--- src/rtl/sha256_pkg.sv ---
// Shared SHA-256 definitions: word geometry, small-sigma rotate/shift amounts,
// the schedule FSM state type and a rotate-right helper.
package sha256_pkg;

    localparam int SHA256_WORD_W      = 32;
    localparam int SHA256_BLOCK_WORDS = 16;
    localparam int SHA256_ROUNDS      = 64;

    localparam int unsigned SIG0_ROT_A = 7;
    localparam int unsigned SIG0_ROT_B = 18;
    localparam int unsigned SIG0_SHR   = 3;

    localparam int unsigned SIG1_ROT_A = 17;
    localparam int unsigned SIG1_ROT_B = 19;
    localparam int unsigned SIG1_SHR   = 10;

    typedef logic [SHA256_WORD_W-1:0] word_t;

    typedef enum logic {
        LOAD = 1'b0,
        EMIT = 1'b1
    } sched_state_t;

    function automatic word_t rotr(input word_t x, input int unsigned n);
        return (x >> n) | (x << (SHA256_WORD_W - n));
    endfunction

endpackage

--- src/rtl/sha256_sigma0.sv ---
// SHA-256 small sigma0: ROTR7 ^ ROTR18 ^ SHR3, purely combinational.
module sha256_sigma0
    import sha256_pkg::*;
(
    input  word_t x,
    output word_t y
);

    assign y = rotr(x, SIG0_ROT_A) ^ rotr(x, SIG0_ROT_B) ^ (x >> SIG0_SHR);

endmodule

--- src/rtl/sha256_sigma1.sv ---
// SHA-256 small sigma1: ROTR17 ^ ROTR19 ^ SHR10, purely combinational.
module sha256_sigma1
    import sha256_pkg::*;
(
    input  word_t x,
    output word_t y
);

    assign y = rotr(x, SIG1_ROT_A) ^ rotr(x, SIG1_ROT_B) ^ (x >> SIG1_SHR);

endmodule

--- src/rtl/sha256_msg_schedule.sv ---
// SHA-256 message-schedule generator. Loads one 512-bit block as 16 words,
// then streams W[0..63] from a 16-word sliding window.
// Optional macro SHA256_SCHED_IDX_EN adds out_idx (current round t).
//
// state | meaning
// ------+-----------------------------------------------------------
// LOAD  | in_ready=1, message words written into window slot load_cnt
// EMIT  | out_valid=1, out_word=win[0]=W[t], window shifts per handshake
module sha256_msg_schedule
    import sha256_pkg::*;
#(
    parameter int DATA_WIDTH  = SHA256_WORD_W,
    parameter int BLOCK_WORDS = SHA256_BLOCK_WORDS,
    parameter int ROUNDS      = SHA256_ROUNDS
) (
    input  logic                  clk,
    input  logic                  rst,
    input  logic                  in_valid,
    output logic                  in_ready,
    input  logic [DATA_WIDTH-1:0] in_word,
    output logic                  out_valid,
    input  logic                  out_ready,
    output logic [DATA_WIDTH-1:0] out_word,
    output logic                  out_last
`ifdef SHA256_SCHED_IDX_EN
    ,
    output logic [5:0]            out_idx
`endif
);

    localparam logic [3:0] LAST_LOAD = 4'(BLOCK_WORDS - 1);
    localparam logic [5:0] LAST_T    = 6'(ROUNDS - 1);

    sched_state_t state, state_nxt;
    logic [3:0]   load_cnt;
    logic [5:0]   t;
    word_t        win [BLOCK_WORDS];
    word_t        s0, s1, w_new;
    logic         in_hs, out_hs;

    sha256_sigma0 u_sigma0 (.x(win[1]),  .y(s0));
    sha256_sigma1 u_sigma1 (.x(win[14]), .y(s1));

    // Words produced for t >= 48 land in the window but are never emitted.
    assign w_new  = s1 + win[9] + s0 + win[0];
    assign in_hs  = in_valid && in_ready;
    assign out_hs = out_valid && out_ready;

    // State register.
    always_ff @(posedge clk or posedge rst) begin
        if (rst) begin
            state <= LOAD;
        end else begin
            state <= state_nxt;
        end
    end

    // Next-state decode and handshake outputs.
    always_comb begin
        state_nxt = state;
        in_ready  = 1'b0;
        out_valid = 1'b0;
        out_last  = 1'b0;
        case (state)
            LOAD: begin
                in_ready = 1'b1;
                if (in_valid && (load_cnt == LAST_LOAD)) begin
                    state_nxt = EMIT;
                end
            end
            EMIT: begin
                out_valid = 1'b1;
                out_last  = (t == LAST_T);
                if (out_ready && (t == LAST_T)) begin
                    state_nxt = LOAD;
                end
            end
            default: state_nxt = LOAD;
        endcase
    end

    // Window load/shift and the load and round counters.
    always_ff @(posedge clk or posedge rst) begin
        if (rst) begin
            for (int k = 0; k < BLOCK_WORDS; k++) begin
                win[k] <= '0;
            end
            load_cnt <= '0;
            t        <= '0;
        end else if (in_hs) begin
            win[load_cnt] <= in_word;
            load_cnt      <= load_cnt + 4'd1;
            t             <= '0;
        end else if (out_hs) begin
            for (int k = 0; k < BLOCK_WORDS - 1; k++) begin
                win[k] <= win[k+1];
            end
            win[BLOCK_WORDS-1] <= w_new;
            t                  <= t + 6'd1;
        end
    end

    assign out_word = out_valid ? win[0] : '0;

`ifdef SHA256_SCHED_IDX_EN
    assign out_idx = out_valid ? t : '0;
`endif

endmodule

--- config.mk ---
export PLATFORM = sky130hd
export DESIGN_NAME = sha256_msg_schedule
export DESIGN_NICKNAME = d
export VERILOG_FILES = /design/src/rtl/sha256_pkg.sv /design/src/rtl/sha256_sigma0.sv /design/src/rtl/sha256_sigma1.sv /design/src/rtl/sha256_msg_schedule.sv
export SDC_FILE = /design/constraint.sdc
export NUM_CORES = 2
export LEC_CHECK = 0
export BUFFER_PORTS_ARGS = -buffer_cell sky130_fd_sc_hd__buf_2
export CAP_MARGIN = 40
export CORE_MARGIN = 3
export CORE_UTILIZATION = 42
export CTS_CLUSTER_SIZE = 20
export DETAILED_ROUTE_END_ITERATION = 10
export PLACE_DENSITY = 0.69
export SYNTH_ARGS = -nofsm -noshare
export SYNTH_HDL_FRONTEND = slang
export SYNTH_SLANG_ARGS = --single-unit
export TNS_END_PERCENT = 10
--- constraint.sdc ---
create_clock -name clk -period 34.1 [get_ports clk]
set_input_delay 8.525 -clock clk [delete_from_list [all_inputs] [get_ports clk]]
set_output_delay 8.525 -clock clk [all_outputs]
set_load 0.005 [all_outputs]
======== Word level (Yosys, flattened, before mapping) ========
Cells that the tools add are included.
word-level totals
  bits in registers ....................... 523
  input port bits ......................... 36
  output and inout port bits .............. 35
  word-level logic and storage cells ...... 58
operators by class
  add/subtract/negate cells ............... 5
  order comparisons ....................... 2
  equal/unequal tests ..................... 2
  multiplexer cells ....................... 14
  bitwise gates (word level) .............. 10
  reduce and logical (&&, ||, !) cells .... 6
operators with widths
  kind                 number
  $mux 512             2
  $bwmux 512           1
  $demux 32 s4         1
  $add 32x32->32       3
  $mux 32              2
  $xor 32x32->32       2
  $or 13x32->32        1
  $or 14x32->32        1
  $or 15x32->32        1
  $or 25x32->32        1
  $xor 32x22->32       1
  $xor 32x29->32       1
  $mux 6               2
  $add 6x1->6 const B  1
  $eq 6x6->1 const B   1
  $ge 5x5->1 const B   1
  $logic_and 1x1->1    5
  $lt 5x1->1 const B   1
  $mux 1               5
  $not 4->5            1
  $add 4x1->4 const B  1
  $eq 4x4->1 const B   1
  $pmux 1 s2           1
  $reduce_bool 2->1    1
  $not 1->1            1

======== Logic depth before layout (Yosys ltp) ========
  depth in word-level cells ............... 8
  gate-level depth with buffers ........... 15
  depth with buffers taken out ............ 14

======== Hierarchy ========
From an unflattened synthesis, not the netlist that was laid out.
second synthesis, totals
  cell total of the unflattened synthesis .. 3,403
  area, all modules ....................... 28,318.4 µm²
by module, submodules not included
  module               times used  cells an instance  area an instance (µm²)  seq. area each (µm²)
  sha256_msg_schedule  1           3,339              26,980.9                13,087.6
  sha256_sigma0        1           32                 726.9                   0.0
  sha256_sigma1        1           32                 610.6                   0.0

======== Least setup slack after synthesis ========
OpenSTA, ideal clock, no wires.
  path kind ............................... input to register
  start point ............................. input port in_valid
  end point ............................... register win[14] (netlist name)
  library setup time ...................... 134 ps
  arrival time ............................ 9,789 ps
  data required time ...................... 33,966 ps
  path slack .............................. 24,177 ps
  stages on the path ...................... 8
  buffers on the path ..................... 2
  cell sequence ........................... nor2b_1 -> nand2_1 -> nor2_2 -> nor2_1 -> clkbuf_1 -> clkbuf_1 -> a22oi_1 -> o31ai_1
on the way
  longest elaborated chain between the ends .. 2
  elaborated cells on any way between the ends .. 3
  classes of those cells .................. mux: 1; reduce/logical: 2
RTL lines
  item                                                  RTL line                   text
  from (decl)                                           sha256_msg_schedule.sv:18  input logic in_valid,
  $logic_and 1x1->1 (*)                                 sha256_msg_schedule.sv:46  assign in_hs = in_valid && in_ready;
  $mux 512 / $reduce_bool 2->1 (equally long branches)  -
  to (signal, indexed assignment)                       sha256_msg_schedule.sv:91  win[load_cnt] <= in_word;
  to (signal, indexed assignment)                       sha256_msg_schedule.sv:96  win[k] <= win[k+1];
  to (signal, indexed assignment)                       sha256_msg_schedule.sv:98  win[BLOCK_WORDS-1] <= w_new;
  to (decl)                                             sha256_msg_schedule.sv:37  word_t win [BLOCK_WORDS];
Mark *: on every way between the ends. The rest lies on a longest branch, timed or not.
A chain may end at the register's enable or synchronous reset.

======== Worst setup path in the final report ========
  start point ............................. register state
  end point ............................... output port out_word[1]
on the way
  longest elaborated chain between the ends .. 2
RTL lines
  item                    RTL line                    text
  from (decl)             sha256_msg_schedule.sv:34   sched_state_t state, state_nxt;
  from (signal assigned)  sha256_msg_schedule.sv:54   state <= state_nxt;
  $mux 1                  sha256_msg_schedule.sv:64   case (state)
  $mux 32                 sha256_msg_schedule.sv:103  assign out_word = out_valid ? win[0] : '0;
  to (decl)               sha256_msg_schedule.sv:23   output logic [DATA_WIDTH-1:0] out_word,
No other way between the ends.

==> flow_metrics.tcl <==
set metrics [dict create \
    maxCapViolations 0 \
    wl_met1_um 38500 \
    ios 71 \
    multiInputGateArea_um2 13400 \
    start_util_pct 42.7 \
    clock_latency_ps 620 \
    route.top_layer_used "met4" \
    critical_path_peak_fanout 25 \
    cts_buffer_depth 3 \
    synth_nets 3619 \
    rows 94 \
    min_delay_path_depth 2 \
    fp.dieH_um 265 \
    path_clk_slew_ps 70 \
    grt_pass1_vias 23735 \
    critPathKind "reg -> out" \
    cts_setup_buffers 0 \
    drive_above_1_share_pct 6.71 \
    synth_cell_type_count 64 \
    drc 0 \
    synth.yosys.seq_area_share_pct 46.4 \
    hpwl_um 58500 \
    wl_per_cell_um 21.4 \
    reg2regPathDepth 13 \
    rr_startpoint "win[477]" \
    fmax_ghz 0.0874 \
    root_buffer "clkbuf_16" \
    core_um2 66100 \
    grt_max_degree 216 \
    rsz0062_at_grt "false" \
    htreeDepth 2 \
    worstHoldPathType "reg -> reg" \
    cp.arrival_ps 2910 \
    antenna_found_initial 2 \
    report.final.slew_viol_count 0 \
    nFillCells 6409 \
    end_kind "output port" \
    syn_avg_cell_area_um2 8.09 \
    critPathLaunchType "flop" \
    drt_iter0_drc 3268 \
    vias 24814 \
    die_w_um 265 \
    ys_ff_latch 523 \
    grt_pass1_wl_um 142000 \
    worstMarginPinSlew_ps 1150 \
    synthCells 3485 \
    max-slew-margin-rel_pct 23.1 \
    finalNetCount 3491 \
    yosys-top-cells-area "dfrtp_1 46%, o21ai_0 9.3%, a21oi_1 9.2%" \
    synth-edff-count 0 \
    r2r_slack_ps 29360 \
    async_reset_ff_share_pct 100 \
    rr_endpoint "win[18]" \
    drt_pass1_iterations 6 \
    yosys.area.top_type "dfrtp_1" \
    numCtsBuffers 55 \
    grt_overflow_total 0 \
    gp_congestion 0.928 \
    setup_viol 0 \
    dieArea_um2 70300 \
    cts_resized 0 \
    cts.sinks 523 \
    tritoncts "built" \
    synth_top_area_share_pct 46.4 \
    hold_end "win[1]" \
    register_area_um2 13100 \
    skew_ps 17.9 \
    ys_warn_count 0 \
    holdCritStartpoint "win[1]" \
    wl_met2_um 42200 \
    postCtsHoldBufs 0 \
    fin_tns_setup_ps 0 \
    period_needed_ps 11440 \
    area_delta_synth_final_pct 9.30 \
    required_ps 25570 \
    status "complete, no violations" \
    timing_hold_violations_final 0 \
    synthFlopType "dfrtp_1" \
    antenna_left 0 \
    netlist_area_um2 28200 \
    viasPerCell 5.82 \
    wl_met3_um 6970 \
    port_buffers 70 \
    drt_wl_total_um 91100 \
    grt.total_usage_pct 25.5 \
    finalCritPeriodShare_pct 33.5 \
]
==> how the worst max path moves through the flow <==
stage                   start           to  depth (start not counted)
CTS                     state  out_word[1]                          4
global route            state  out_word[1]                          4
finish                  state  out_word[1]                          4
detailed placement  out_ready     win[148]                          7
floorplan                 rst  load_cnt[0]                          1
global placement    out_ready     win[280]                          7
==> sequential cells by signal (all words and copies together), names as in the netlist <==
signal / cells
win: 512
load_cnt: 4
state: 1
t: 6
==> cell usage in the layout (no fill, tap or decap), types with 3 or more instances in the layout <==
cell type  synthesis  routed
buf_2              0      70
nand3_1           28      28
buf_16             0       9
clkbuf_1         285       7
a21o_1             4       4
o211ai_1           4       4
a21oi_1          519     519
nand2_1          541     539
buf_12             0       3
o21bai_1           5       5
o31ai_1            4       4
and2_1             3       3
ha_1              36      36
buf_4              0      43
fa_1              62      62
inv_1            132     131
a31oi_1            3       3
clkbuf_8           2      21
nor2b_1            8       8
a221oi_1           5       5
nor2_1           541     540
mux2i_1            3       3
diode_2            0       3
a22oi_1           24      24
clkinv_2           0       9
dfrtp_1          523     523
xnor2_1           81      81
nand4_1           14      14
xor2_1            62      62
clkbuf_16          0      55
nor3_1             7       7
o21ai_0          525     525
a211oi_1           4       4
==> metrics by stage <==
stage	worst slack [ps]	std cells	utilization [%]	hold WS (ps)	cell area [um^2]
after floorplan	10960	3485	-	446	28200
after global placement	22470	4155	43.5	461	28800
after detailed placement	22670	4163	43.8	472	29000
after CTS	22760	4260	46.6	486	30800
after global routing	22680	4263	46.6	515	30800
final	22660	4264	46.6	485	30800
==> worst max-delay path: stages, from the launching register on <==
cell and delay, ps:
dfrtp_1 710, clkinv_1 440, buf_4 370, nor2_1 520
buf_2 220
==> synth_stat cells, drive strengths merged (7+ instances only) <==
library cell	count
xnor2	81
nand4	14
inv	132
clkbuf	287
dfrtp	523
nor2	542
nand2	541
o21ai	527
buf	19
nor2b	8
a22oi	24
ha	36
nand3	28
fa	62
nor3	7
xor2	62
a21oi	520
==> cell type report <==
cell class | instances | area share [%]
Inverter | 133 | 1.64
Multi-Input combinational cell | 2519 | 43.3
Clock buffer | 83 | 5.49
Timing Repair Buffer | 125 | 3.18
Antenna cell | 3 | 0.0244
Tap cell | 864 | 3.51
Clock inverter | 14 | 0.402
Sequential cell | 523 | 42.5
==> layer usage <==
metal  vias to the layer above  GRT usage [%]
met5                         -              0
met4                         0           9.48
met3                       196           3.70
met2                      1116           40.3
met1                     12294           35.9
li1                      11208              -
==> cells by family (layout without fill, tap and decap cells) <==
logic type / count (synthesis) / after routing / synth area share (%)
buffers and inverters: 443 / 355 / 6.37
adders and majority gates: 98 / 98 / 6.00
other: 0 / 3 / 0
DFF: 523 / 523 / 46.4
muxes: 5 / 5 / 0.186
AOI/OAI and AO/OA: 1119 / 1119 / 20.7
and+or+nand+nor: 1154 / 1154 / 15.9
xor gates and xnor gates: 143 / 143 / 4.44
Power is not shown: default switching activity piles up to over one toggle a cycle in this logic, so the estimate is an artifact.
